==> config.mk <==
export PLATFORM = sky130hd
export DESIGN_NAME = cfg_reg_responder
export DESIGN_NICKNAME = d
export VERILOG_FILES = /design/src/rtl/cfg_reg_responder.sv
export SDC_FILE = /design/constraint.sdc
export NUM_CORES = 1
export LEC_CHECK = 0
export BUFFER_PORTS_ARGS = -buffer_cell sky130_fd_sc_hd__buf_2
export CAP_MARGIN = 20
export CORE_UTILIZATION = 56
export DETAILED_ROUTE_END_ITERATION = 6
export PLACE_DENSITY = 0.81
export RECOVER_POWER = 50
export SKIP_LAST_GASP = 1
export SLEW_MARGIN = 20
export SYNTH_ARGS = -nofsm -noshare
export SYNTH_HDL_FRONTEND = slang
export SYNTH_SLANG_ARGS = --single-unit
==> constraint.sdc <==
create_clock -name clk -period 2.7 [get_ports clk]
set_input_delay 0.135 -clock clk [delete_from_list [all_inputs] [get_ports clk]]
set_output_delay 0.135 -clock clk [all_outputs]
set_load 0.05 [all_outputs]
==> src/rtl/cfg_reg_responder.sv <==
// Tile configuration/identity register responder on the OCL host register path.
// Optional ERR_CNT register at 0x1C is built when CFG_ERR_CNT_EN is defined.
package swarm;
    localparam logic [31:0] VERSION           = 32'h0003_0201;
    localparam int          N_TILES           = 4;
    localparam int          N_THREADS         = 16;
    localparam int          LOG_TQ_SIZE       = 10;
    localparam int          LOG_CQ_SLICE_SIZE = 6;
    localparam bit          CQ_CONFIG         = 1'b1;
    localparam bit          NO_SPILLING       = 1'b0;
endpackage

module cfg_reg_responder
    import swarm::*;
#(
    parameter int ADDR_W    = 8,
    parameter int DATA_W    = 32,
    parameter int CQ_MAX    = 1 << swarm::LOG_CQ_SLICE_SIZE,
    parameter bit CQ_CFG    = swarm::CQ_CONFIG,
    parameter bit SPILL_RST = !swarm::NO_SPILLING
) (
    input  logic                           clk,
    input  logic                           rstn,
    input  logic                           awvalid,
    output logic                           awready,
    input  logic [ADDR_W-1:0]              awaddr,
    input  logic                           wvalid,
    output logic                           wready,
    input  logic [DATA_W-1:0]              wdata,
    output logic                           bvalid,
    input  logic                           bready,
    output logic [1:0]                     bresp,
    input  logic                           arvalid,
    output logic                           arready,
    input  logic [ADDR_W-1:0]              araddr,
    output logic                           rvalid,
    input  logic                           rready,
    output logic [DATA_W-1:0]              rdata,
    output logic [1:0]                     rresp,
    output logic [LOG_CQ_SLICE_SIZE:0]     cfg_cq_size,
    output logic                           cfg_spill_en,
    output logic                           cfg_update
);

    localparam int CQW = LOG_CQ_SLICE_SIZE + 1;
    localparam int IW  = ADDR_W - 2;

    localparam logic [IW-1:0] A_VER  = IW'(0);
    localparam logic [IW-1:0] A_NT   = IW'(1);
    localparam logic [IW-1:0] A_NTH  = IW'(2);
    localparam logic [IW-1:0] A_LOG  = IW'(3);
    localparam logic [IW-1:0] A_CQ   = IW'(4);
    localparam logic [IW-1:0] A_SCR  = IW'(5);
    localparam logic [IW-1:0] A_CTRL = IW'(6);
`ifdef CFG_ERR_CNT_EN
    localparam logic [IW-1:0] A_ERR  = IW'(7);
`endif

    localparam logic [1:0] RESP_OKAY   = 2'd0;
    localparam logic [1:0] RESP_SLVERR = 2'd2;

    typedef enum logic { W_IDLE, W_RESP } wstate_e;
    typedef enum logic { R_IDLE, R_RESP } rstate_e;

    wstate_e             wstate_q, wstate_d;
    rstate_e             rstate_q, rstate_d;
    logic                aw_held_q, aw_held_d;
    logic                w_held_q, w_held_d;
    logic [IW-1:0]       awidx_q, awidx_d;
    logic [DATA_W-1:0]   wdata_q, wdata_d;
    logic [1:0]          bresp_q, bresp_d;
    logic [DATA_W-1:0]   rdata_q, rdata_d;
    logic [1:0]          rresp_q, rresp_d;
    logic [CQW-1:0]      cq_q, cq_d;
    logic [DATA_W-1:0]   scratch_q, scratch_d;
    logic                spill_q, spill_d;
    logic                upd_q, upd_d;

    logic                aw_fire, w_fire, ar_fire, commit;
    logic [IW-1:0]       wr_idx, ar_idx;
    logic [DATA_W-1:0]   wr_data, rd_val;
    logic                wr_map, rd_map;
    logic [CQW-1:0]      cq_new;
    logic                unused_addr_lsb;

    assign unused_addr_lsb = ^{awaddr[1:0], araddr[1:0]};

    assign awready = (wstate_q == W_IDLE) && !aw_held_q;
    assign wready  = (wstate_q == W_IDLE) && !w_held_q;
    assign bvalid  = (wstate_q == W_RESP);
    assign bresp   = bresp_q;
    assign arready = (rstate_q == R_IDLE);
    assign rvalid  = (rstate_q == R_RESP);
    assign rdata   = rdata_q;
    assign rresp   = rresp_q;

    assign cfg_cq_size  = cq_q;
    assign cfg_spill_en = spill_q;
    assign cfg_update   = upd_q;

    assign aw_fire = awvalid && awready;
    assign w_fire  = wvalid && wready;
    assign ar_fire = arvalid && arready;
    assign wr_idx  = aw_held_q ? awidx_q : awaddr[ADDR_W-1:2];
    assign wr_data = w_held_q ? wdata_q : wdata;
    assign ar_idx  = araddr[ADDR_W-1:2];
    assign commit  = (wstate_q == W_IDLE)
                   && (aw_held_q || aw_fire)
                   && (w_held_q || w_fire);

    // Host values outside [1, CQ_MAX] are clamped silently.
    always_comb begin
        cq_new = wr_data[CQW-1:0];
        if (wr_data == '0) begin
            cq_new = CQW'(1);
        end else if (wr_data > DATA_W'(CQ_MAX)) begin
            cq_new = CQW'(CQ_MAX);
        end
    end

`ifdef CFG_ERR_CNT_EN
    logic [15:0] err_q, err_d;
    logic        wr_err, rd_err, err_clr;
    logic [16:0] err_sum;

    assign wr_err  = commit && !wr_map;
    assign rd_err  = ar_fire && !rd_map;
    assign err_clr = commit && (wr_idx == A_ERR);
    assign err_sum = {1'b0, err_q} + 17'(wr_err) + 17'(rd_err);

    always_comb begin
        err_d = err_sum[16] ? 16'hFFFF : err_sum[15:0];
        if (err_clr) begin
            err_d = '0;
        end
    end
`endif

    always_comb begin
        rd_map = 1'b1;
        rd_val = '0;
        case (ar_idx)
            A_VER:  rd_val = DATA_W'(VERSION);
            A_NT:   rd_val = DATA_W'(N_TILES);
            A_NTH:  rd_val = DATA_W'(N_THREADS);
            A_LOG:  rd_val = DATA_W'({16'b0, 8'(LOG_TQ_SIZE),
                                      8'(LOG_CQ_SLICE_SIZE)});
            A_CQ:   rd_val = DATA_W'(cq_q);
            A_SCR:  rd_val = scratch_q;
            A_CTRL: rd_val = DATA_W'(spill_q);
`ifdef CFG_ERR_CNT_EN
            A_ERR:  rd_val = DATA_W'(err_q);
`endif
            default: begin
                rd_map = 1'b0;
                rd_val = DATA_W'(32'hDEAD_BEEF);
            end
        endcase
    end

    always_comb begin
        wr_map = 1'b1;
        case (wr_idx)
            A_VER, A_NT, A_NTH, A_LOG, A_CQ, A_SCR, A_CTRL: wr_map = 1'b1;
`ifdef CFG_ERR_CNT_EN
            A_ERR:   wr_map = 1'b1;
`endif
            default: wr_map = 1'b0;
        endcase
    end

    always_comb begin
        wstate_d  = wstate_q;
        aw_held_d = aw_held_q;
        w_held_d  = w_held_q;
        awidx_d   = awidx_q;
        wdata_d   = wdata_q;
        bresp_d   = bresp_q;
        cq_d      = cq_q;
        scratch_d = scratch_q;
        spill_d   = spill_q;
        upd_d     = 1'b0;
        case (wstate_q)
            W_IDLE: begin
                if (aw_fire) begin
                    aw_held_d = 1'b1;
                    awidx_d   = awaddr[ADDR_W-1:2];
                end
                if (w_fire) begin
                    w_held_d = 1'b1;
                    wdata_d  = wdata;
                end
                if (commit) begin
                    wstate_d = W_RESP;
                    bresp_d  = wr_map ? RESP_OKAY : RESP_SLVERR;
                    case (wr_idx)
                        A_CQ: begin
                            if (CQ_CFG) begin
                                cq_d  = cq_new;
                                upd_d = (cq_new != cq_q);
                            end
                        end
                        A_SCR: begin
                            scratch_d = wr_data;
                            upd_d     = (wr_data != scratch_q);
                        end
                        A_CTRL: begin
                            spill_d = wr_data[0];
                            upd_d   = (wr_data[0] != spill_q);
                        end
                        default: ;
                    endcase
                end
            end
            W_RESP: begin
                if (bready) begin
                    wstate_d  = W_IDLE;
                    aw_held_d = 1'b0;
                    w_held_d  = 1'b0;
                end
            end
            default: wstate_d = W_IDLE;
        endcase
    end

    always_comb begin
        rstate_d = rstate_q;
        rdata_d  = rdata_q;
        rresp_d  = rresp_q;
        case (rstate_q)
            R_IDLE: begin
                if (arvalid) begin
                    rstate_d = R_RESP;
                    rdata_d  = rd_val;
                    rresp_d  = rd_map ? RESP_OKAY : RESP_SLVERR;
                end
            end
            R_RESP: begin
                if (rready) begin
                    rstate_d = R_IDLE;
                end
            end
            default: rstate_d = R_IDLE;
        endcase
    end

    always_ff @(posedge clk or negedge rstn) begin
        if (!rstn) begin
            wstate_q  <= W_IDLE;
            rstate_q  <= R_IDLE;
            aw_held_q <= 1'b0;
            w_held_q  <= 1'b0;
            awidx_q   <= '0;
            wdata_q   <= '0;
            bresp_q   <= RESP_OKAY;
            rdata_q   <= '0;
            rresp_q   <= RESP_OKAY;
            cq_q      <= CQW'(CQ_MAX);
            scratch_q <= '0;
            spill_q   <= SPILL_RST;
            upd_q     <= 1'b0;
        end else begin
            wstate_q  <= wstate_d;
            rstate_q  <= rstate_d;
            aw_held_q <= aw_held_d;
            w_held_q  <= w_held_d;
            awidx_q   <= awidx_d;
            wdata_q   <= wdata_d;
            bresp_q   <= bresp_d;
            rdata_q   <= rdata_d;
            rresp_q   <= rresp_d;
            cq_q      <= cq_d;
            scratch_q <= scratch_d;
            spill_q   <= spill_d;
            upd_q     <= upd_d;
        end
    end

`ifdef CFG_ERR_CNT_EN
    always_ff @(posedge clk or negedge rstn) begin
        if (!rstn) begin
            err_q <= '0;
        end else begin
            err_q <= err_d;
        end
    end
`endif

endmodule
==> flow_summary.yaml <==
worst_setup_path:
  start_kind: "flip-flop"
  cpPeakStageDelay_ns: 0.41
  cp_max_fo: 23
  critPathSlowestCell: "dfrtp_2"
  path_cells: "buf_12 -> buf_4 -> mux2i_1 -> xnor2_1 -> nor4_1 -> nand4_1 -> o21ai_1 -> o22ai_1 -> o31a_1"
  crit_path_end_kind: "flip-flop"
  cp_data_arrival_time_ns: 2.92
  crit_family: "compound AO/OA/AOI/OAI gates"
  path_buf_inv: 2
  worstPathRequired_ns: 3.11
  worstSetupPathType: "reg2reg"
flow_run:
  cap_violations: 0
synth:
  synth.distinct_cells: 53
  synth-edff-count: 0
  ys_ff_latch: 117
  yosysSeqAreaShare_pct: 50.3
  yosys_most_used_dff: "dfrtp_1"
  synth_largest_area_cell: "dfrtp_1"
  synth_commonest_cells: "dfrtp_1, nor2_1, a21oi_1"
  syn_area_um2: 5820
  yosysTopAreaCellShare_pct: 49.4
  syn_inst: 556
  ys_top_cells_by_area: "dfrtp_1, mux2_2, xnor2_1"
  synth_most_common_cell: "dfrtp_1"
  yosys_warnings: 0
  async_flop_share_pct: 100
  synth_area_per_cell_um2: 10.5
grt:
  first_global_vias: 5087
  grtUsageTotal_pct: 30.8
  antenna_found_initial: 1
  grt_remaining_overflow: 0
  grt_max_degree: 68
  grt_pass1_wl_um: 25900
place:
  pre_cts_ws_ns: 0.222
  dpl_cell_area_um2: 6560
  gp_congestion: 0.851
  port_buffers: 98
  dp_hpwl_um: 9800
layout:
  post-route-util_pct: 76.5
  regArea_um2: 2930
  fin_area_um2: 7580
  fillers: 655
  area_growth_syn_to_layout_pct: 30.2
  nNetsFinal: 770
  multi_input_area_um2: 2720
  drive_gt1_share_pct: 29.3
clock_tree:
  numCtsBuffers: 17
  tritoncts: "yes"
  cts.reportedPaths.clkPinSlew_ns: 0.06
  ctsHtreeMaxLevel: 4
  cts_buffer_depth: 2
  clock_tree.root_cell: "clkbuf_8"
  cts_num_sinks: 117
  clock_latency_ns: 0.52
die:
  fp.dieW_um: 104
  initial_utilization_pct: 58.8
  pin_count: 105
  chipHeight_um: 104
  coreArea_um2: 9910
  row_count: 36
  die-area_um2: 10800
drt:
  vias: 5039
  wl_um: 16000
  drt_iter0_markers: 385
  postRouteAntennaNets: 0
  drc: 0
  firstDrtPassIters: 5
  wire_per_inst_um: 18.6
  viasPerCell: 5.85
outcome:
  status: "finished, final reports clean"
sta:
  slew_violations: 0
  period_share_pct: 93.2
  fmax_mhz: 397
  rsz0062_at_grt: "false"
  tns_ns: 0
  worst-slew-pin-transition_ns: 1.33
  period_minus_slack_ns: 2.52
  hold_viol_final: 0
  finClkSkew_ns: 0.00767
  slew_headroom_pct: 11.6
  final.setup.worst_slack_ns: 0.183
  setup_viol: 0
pwr:
  power_leakage_nw: 3.24
  power_mw: 8.41
  powerDensity_nw_per_um2: 1110
  peakVddDrop_uv: 798
hold_path:
  hold_path.class: "in2reg"
-- metrics by stage --
step / std cells / hold WS [ns]
2_1_floorplan: 557 / -0.161
3_3_place_gp: 782 / 0.205
3_5_place_dp: 782 / 0.215
4_1_cts: 859 / 0.00214
5_1_grt: 862 / 0.0462
6_report: 862 / 0.0232
-- routing by layer --
| metal | vias up | GRT usage [%] | wire, um | part of all wire [%] |
|---|---|---|---|---|
| li1 | 2283 | - | - | - |
| met1 | 2436 | 39.9 | 6590 | 41 |
| met2 | 267 | 49.6 | 7870 | 49 |
| met3 | 53 | 6.52 | 1110 | 6.9 |
| met4 | 0 | 14.7 | 465 | 2.9 |
| met5 | - | 0 | 0 | 0 |
-- final timing paths --
path	start	endpoint	slack (ns)	cells past startpoint
hold reg to reg	rdata[24]	rdata[24]	0.47	2
hold / removal	araddr[3]	rdata[17]	0.02	2
min in group asynchronous	rstn	awidx_q[3]	0.43	2
max in group asynchronous	rstn	scratch_q[8]	0.59	3
setup reg to reg	w_held_q	cfg_update	0.18	9
setup / recovery	w_held_q	cfg_update	0.18	9
-- report_power, final --
group / total [mW] / internal, mW / switching [mW]
registers: 2.97 / 2.35 / 0.622
clock network: 2.13 / 1.28 / 0.847
logic: 3.31 / 1.54 / 1.77
-- logic make-up (layout without fill, tap and decap cells) --
group,Yosys count,count (layout),synth area share (%)
AOI/OAI and AO/OA,101,101,10.4
xor gates and xnor gates,38,38,5.72
buffers and inverters,36,207,3.48
DFF,117,117,50.3
muxes,78,78,15.4
and+or+nand+nor,185,185,14.7
other,1,3,0.0644
-- timing repair --
action | CTS | global route
setup buffers | 0 | 2
setup endpoints to repair | 0 | 1
hold buffers | 45 | 0
endpoints found under the hold margin | 99 | 0
gates resized for setup | 0 | 2
-- final cells by class --
type | count | area share, %
Antenna cell | 1 | 0.0330
Inverter | 4 | 0.198
Tap cell | 133 | 2.20
Timing Repair Buffer | 171 | 15.5
Sequential cell | 117 | 38.7
Multi-Input combinational cell | 404 | 35.9
Clock inverter | 13 | 1.63
Clock buffer | 19 | 5.83
-- layout by cell type, fill, tap and decap left out, drive strengths merged, types with 10 or more instances in the layout --
cell         instances
a21oi               59
buf                108
clkbuf              37
dfrtp              115
dlygate4sd3         45
mux2                44
mux2i               34
nand2               49
nor2                74
nor3                10
nor4                20
xnor2               35
-- registers in the layout, indices dropped and copies added (netlist names), 6 cells and up --
name         count
awidx_q          6
cfg_cq_size      7
rdata           32
scratch_q       32
wdata_q         32
-- worst register-to-register path, delay by kind of cell, from the launching register on --
kind                      cells  cell delay (ns)
DFF                           1             0.41
xor gates and xnor gates      1             0.15
muxes                         1             0.40
and+or+nand+nor               2             0.41
AOI/OAI and AO/OA             3             0.67
buffers and inverters         2             0.37
Note: power is estimated with default switching activity, not from simulation.
